===== src/rtl/axi4_lite_fetch_master.sv =====
// Read-only AXI4-Lite master turning core fetch requests into single
// AXI read transactions; one transaction in flight, flush-aware.
//
// Ports:
//   iCLK, iRST          clock (rising edge), synchronous active-high reset
//   iFETCH_REQ/ADDR     fetch request and byte address from the core
//   oFETCH_READY        high in IDLE, a request can be accepted
//   oFETCH_VALID/DATA   fetched word presented (HOLD) until ACK or flush
//   oFETCH_ERR          bus error (RRESP != OKAY) or misaligned address
//   iFETCH_ACK          core consumes the presented word
//   iFLUSH              redirect: abandon the current request
//   m_AR*, m_R*         AXI4-Lite read address / read data channels
//   m_AW*, m_W*, m_B*   write channels, permanently idle
module axi4_lite_fetch_master #(
    parameter int ADDR_WIDTH = 32,
    parameter int DATA_WIDTH = 32
) (
    input  logic                      iCLK,
    input  logic                      iRST,
    input  logic                      iFETCH_REQ,
    input  logic [ADDR_WIDTH-1:0]     iFETCH_ADDR,
    output logic                      oFETCH_READY,
    output logic                      oFETCH_VALID,
    output logic [DATA_WIDTH-1:0]     oFETCH_DATA,
    output logic                      oFETCH_ERR,
    input  logic                      iFETCH_ACK,
    input  logic                      iFLUSH,
    output logic                      m_ARVALID,
    input  logic                      m_ARREADY,
    output logic [ADDR_WIDTH-1:0]     m_ARADDR,
    output logic [2:0]                m_ARPROT,
    input  logic                      m_RVALID,
    output logic                      m_RREADY,
    input  logic [1:0]                m_RRESP,
    input  logic [DATA_WIDTH-1:0]     m_RDATA,
    output logic                      m_AWVALID,
    output logic [ADDR_WIDTH-1:0]     m_AWADDR,
    output logic [2:0]                m_AWPROT,
    output logic                      m_WVALID,
    output logic [DATA_WIDTH-1:0]     m_WDATA,
    output logic [DATA_WIDTH/8-1:0]   m_WSTRB,
    output logic                      m_BREADY
);

    // Byte-offset bits that must be zero for a word-aligned fetch.
    localparam int LSB = $clog2(DATA_WIDTH / 8);

    // Instruction, secure, unprivileged.
    localparam logic [2:0] PROT_INSN = 3'b100;

    typedef enum logic [1:0] {
        S_IDLE,
        S_ADDR,
        S_DATA,
        S_HOLD
    } state_t;

    state_t                  state_q, state_d;
    logic [ADDR_WIDTH-1:0]   addr_q, addr_d;
    logic [DATA_WIDTH-1:0]   data_q, data_d;
    logic                    err_q, err_d;
    logic                    discard_q, discard_d;
    logic                    misaligned;

    assign misaligned = (iFETCH_ADDR[LSB-1:0] != '0);

    always_ff @(posedge iCLK) begin
        if (iRST) begin
            state_q   <= S_IDLE;
            addr_q    <= '0;
            data_q    <= '0;
            err_q     <= 1'b0;
            discard_q <= 1'b0;
        end else begin
            state_q   <= state_d;
            addr_q    <= addr_d;
            data_q    <= data_d;
            err_q     <= err_d;
            discard_q <= discard_d;
        end
    end

    always_comb begin
        state_d   = state_q;
        addr_d    = addr_q;
        data_d    = data_q;
        err_d     = err_q;
        discard_d = discard_q;
        unique case (state_q)
            S_IDLE: begin
                if (iFETCH_REQ && !iFLUSH) begin
                    addr_d = iFETCH_ADDR;
                    data_d = '0;
                    // Misaligned fetches fault locally, never reach the bus.
                    if (misaligned) begin
                        err_d   = 1'b1;
                        state_d = S_HOLD;
                    end else begin
                        err_d   = 1'b0;
                        state_d = S_ADDR;
                    end
                end
            end
            S_ADDR: begin
                // ARVALID must stay up until accepted, so a flush only
                // marks the response for dropping.
                if (iFLUSH) begin
                    discard_d = 1'b1;
                end
                if (m_ARREADY) begin
                    state_d = S_DATA;
                end
            end
            S_DATA: begin
                if (iFLUSH) begin
                    discard_d = 1'b1;
                end
                if (m_RVALID) begin
                    // A flush arriving with the response also drops it.
                    if (discard_q || iFLUSH) begin
                        state_d   = S_IDLE;
                        discard_d = 1'b0;
                    end else begin
                        state_d = S_HOLD;
                        data_d  = m_RDATA;
                        err_d   = (m_RRESP != 2'b00);
                    end
                end
            end
            S_HOLD: begin
                if (iFLUSH || iFETCH_ACK) begin
                    state_d = S_IDLE;
                end
            end
            default: begin
                state_d = S_IDLE;
            end
        endcase
    end

    assign oFETCH_READY = (state_q == S_IDLE);
    assign oFETCH_VALID = (state_q == S_HOLD);
    assign oFETCH_DATA  = data_q;
    assign oFETCH_ERR   = err_q;

    assign m_ARVALID = (state_q == S_ADDR);
    assign m_ARADDR  = addr_q;
    assign m_ARPROT  = (state_q == S_ADDR) ? PROT_INSN : 3'b000;
    assign m_RREADY  = (state_q == S_DATA);

    assign m_AWVALID = 1'b0;
    assign m_AWADDR  = '0;
    assign m_AWPROT  = 3'b000;
    assign m_WVALID  = 1'b0;
    assign m_WDATA   = '0;
    assign m_WSTRB   = '0;
    assign m_BREADY  = 1'b0;

endmodule


===== config.mk =====
export PLATFORM = sky130hd
export DESIGN_NAME = axi4_lite_fetch_master
export DESIGN_NICKNAME = d
export VERILOG_FILES = /design/src/rtl/axi4_lite_fetch_master.sv
export SDC_FILE = /design/constraint.sdc
export NUM_CORES = 1
export LEC_CHECK = 0
export BUFFER_PORTS_ARGS = -buffer_cell sky130_fd_sc_hd__buf_2
export CAP_MARGIN = 20
export CORE_ASPECT_RATIO = 1.75
export CORE_MARGIN = 3
export CORE_UTILIZATION = 41
export DETAILED_ROUTE_END_ITERATION = 12
export HOLD_SLACK_MARGIN = 0.15
export PLACE_DENSITY_LB_ADDON = 0.25
export SETUP_SLACK_MARGIN = 0.2
export SLEW_MARGIN = 10
export SYNTH_ARGS = -nofsm -noshare
export SYNTH_HDL_FRONTEND = slang
export SYNTH_SLANG_ARGS = --single-unit

===== constraint.sdc =====
create_clock -name iCLK -period 1.9 [get_ports iCLK]
set_input_delay 0.57 -clock iCLK [delete_from_list [all_inputs] [get_ports iCLK]]
set_output_delay 0.57 -clock iCLK [all_outputs]
set_load 0.02 [all_outputs]

==> results.sh <==
export IMPL_outcome="completed"
export IMPL_yosys_warnings=0
export IMPL_diodes=0
export IMPL_powerDensity_mw_per_mm2=1360
export IMPL_cts_hold_buf=0
export IMPL_ff2ff_path_depth=7
export IMPL_intPower_mw=3.79
export IMPL_end_kind="output port"
export IMPL_ys_ff_latch=68
export IMPL_fin_cells=635
export IMPL_max_vdd_ir_drop_v=0.000883
export IMPL_fin_util_pct=57.5
export IMPL_drt_iter0_drc=72
export IMPL_grt_pass1_wl_um=11600
export IMPL_portBuffers=142
export IMPL_hpwl_um=5580
export IMPL_clockBufferDepth=2
export IMPL_slew_viol_final=0
export IMPL_std_cell_rows=41
export IMPL_required_ns=1.33
export IMPL_slowest_stage="dfxtp_4"
export IMPL_gp_congestion=0.780
export IMPL_synth_largest_area_cell="dfxtp_1"
export IMPL_ys_seq_area_share_pct=43.0
export IMPL_seqPwrFrac_pct=29.9
export IMPL_holdCritStartpoint="m_ARADDR[29]"
export IMPL_gr_total_overflow=0
export IMPL_wl_per_cell_um=12.8
export IMPL_synth_top_area_share_pct=43.0
export IMPL_path_max_fanout=5
export IMPL_p_leak_nw=2.03
export IMPL_tritoncts="done"
export IMPL_cts_sinks=68
export IMPL_clk_latency_ns=0.32
export IMPL_vias=2915
export IMPL_viasPerCell=4.59
export IMPL_cp_start_kind="flop"
export IMPL_hold_path_class="reg -> reg"
export IMPL_slowest_delay_ns=0.37
export IMPL_rrSetupSlack_ns=0.23
export IMPL_synthTopCellsByArea="dfxtp_1 43%, buf_4 19%, nand2_1 12%, a21oi_1 11%, nand3_1 5.1%"
export IMPL_worstSetupPathType="reg -> out"
export IMPL_fin_crit_sh_pct=90.8
export IMPL_nets=622
export IMPL_final_setup_worst_slack_ns=0.174
export IMPL_synth_area_per_cell_sq_um=7.92
export IMPL_hold_depth=2
export IMPL_die_width_um=72.5
export IMPL_wirelength_um=8150
export IMPL_ant_nets=0
export IMPL_grt_pass1_vias=2628
export IMPL_cap_violations=0
export IMPL_hold_end="m_ARADDR[29]"
export IMPL_p_total_mw=5.76
export IMPL_sw_frac_of_total_pct=34.2
export IMPL_yosysUniqueCellTypes=22
export IMPL_place_ws_ns=0.0874
export IMPL_drive_above_1_share_pct=35.2
export IMPL_setup_viol=0
export IMPL_antenna_found_initial=0
export IMPL_core_area_sq_mm=0.00739
export IMPL_die_h_um=122
export IMPL_p_clk_share_pct=33.3
export IMPL_crit_top_cell="buf_6"
export IMPL_cts_made_buffers=9
export IMPL_syn_inst=400
export IMPL_clock_fmax_ghz=0.579
export IMPL_grt_max_degree=36
export IMPL_areaGrowthSynthToFinish_pct=34.1
export IMPL_path_cells="inv_4, ha_4, buf_6, buf_6"
export IMPL_fin_setup_tns_ns=0
export IMPL_drcViolationCount=0
export IMPL_synthesis_area_sq_mm=0.00317
export IMPL_htreeDepth=3
export IMPL_p_comb_share_pct=36.8
export IMPL_ios=219
export IMPL_cp_data_arrival_time_ns=1.16
export IMPL_hold_viol=0
export IMPL_clock_skew_ns=0.00398
export IMPL_clk_transition_reported_paths_ns=0.05
export IMPL_period_needed_ns=1.73
export IMPL_cts_root_buf="clkbuf_16"
export IMPL_die_area_sq_mm=0.00886
export IMPL_first_pass_iters=4
export IMPL_dp_cells=611
export IMPL_grt_total_usage_pct=16.6
export IMPL_rsz0062_at_grt="true"
export IMPL_power_switching_mw=1.97
export IMPL_initial_utilization_pct=42.9
export IMPL_r2r_end="oFETCH_DATA[26]"
export IMPL_r2r_start="state_q[1]"
==> layout make-up <==
cell class	instances	area, sq um
clock buffer	12	256
clock inverter	4	95.1
fill	689	3140
inverter	3	13.8
multi-input combinational	303	1460
sequential	68	1370
tap	86	108
timing repair buffer	159	948
==> power groups by stage <==
stage	clock network, mW	logic [mW]	registers [mW]
6_report	1.92	2.12	1.72
3_5_place_dp	0	1.68	1.74
5_1_grt	2.03	2.30	1.74
2_1_floorplan	0	1.11	1.93
3_3_place_gp	0	1.66	1.73
4_1_cts	1.97	1.80	1.71
==> worst max-delay path, delay by kind of cell, from the launching register on <==
kind / cells / cell delay (ns)
fa+ha+maj: 1 / 0.17
buf+inv: 3 / 0.29
flops: 1 / 0.37
==> routing by layer <==
layer | part of all wire, % | GRT usage [%] | up-vias
met5 | 0 | 0 | -
met4 | 2.3 | 5.89 | 0
met3 | 11 | 6.48 | 15
met2 | 52 | 30.1 | 155
met1 | 35 | 16.8 | 1303
li1 | - | - | 1442
==> worst max-delay path by stage <==
stage                          start         endpoint  slack [ns]  depth (start not counted)
final                     state_q[0]     oFETCH_READY        0.17                          4
after CTS                 state_q[0]      m_ARPROT[2]        0.16                          3
after global placement        iFLUSH  oFETCH_DATA[31]        0.11                          6
after global routing      state_q[1]  oFETCH_DATA[26]        0.13                          7
after detailed placement      iFLUSH  oFETCH_DATA[31]        0.09                          6
after floorplan           state_q[0]  oFETCH_DATA[31]        0.21                          7
==> stage by stage <==
| stage | hold slack (ns) | cell area, sq um |
|---|---|---|
| 6_report | 0.449 | 4250 |
| 5_1_grt | 0.469 | 4250 |
| 4_1_cts | 0.450 | 4110 |
| 3_5_place_dp | 0.442 | 3680 |
| 3_3_place_gp | 0.436 | 3680 |
| 2_1_floorplan | 0.500 | 3450 |
==> synth_stat cells (all sizes together) <==
cell / number
nor3: 1
clkbuf: 13
mux2i: 1
a311oi: 2
ha: 5
o221a: 1
a21boi: 1
o221ai: 1
dfxtp: 68
nand2b: 3
nor2: 5
conb: 1
o31ai: 1
nor2b: 3
a21oi: 70
inv: 3
buf: 88
nand2: 100
nor3b: 1
nand3: 32
==> cells in the final DEF (no fill, tap or decap), types with 3 or more instances in the layout <==
cell type,count
buf_4,9
nand2b_1,3
conb_1,76
clkbuf_16,11
dfxtp_1,66
nand3_1,32
a21oi_2,6
nand2_1,100
ha_4,3
buf_2,137
a21oi_1,64
bufinv_16,3
nor2_1,4
buf_6,8
==> repair_timing <==
item | CTS | global route
gates resized for setup | 18 | 17
pin swaps | 1 | 31
setup endpoints to repair | 37 | 39
hold endpoints to repair | 0 | 0
setup buffers | 4 | 1
gates cloned | 0 | 3
==> registers in the layout, indices dropped and copies added, names as in the netlist <==
name         flops
discard_q        1
oFETCH_DATA     32
m_ARADDR        32
oFETCH_ERR       1
state_q          2
==> logic make-up after synthesis <==
group,share of synthesized area (%)
buf+inv,22.0
compound gates,13.2
mux,0.316
other cells,0.118
flops,43.0
fa+ha+maj,1.97
simple gates,19.4
No activity file was read; power rests on OpenSTA's default activity.
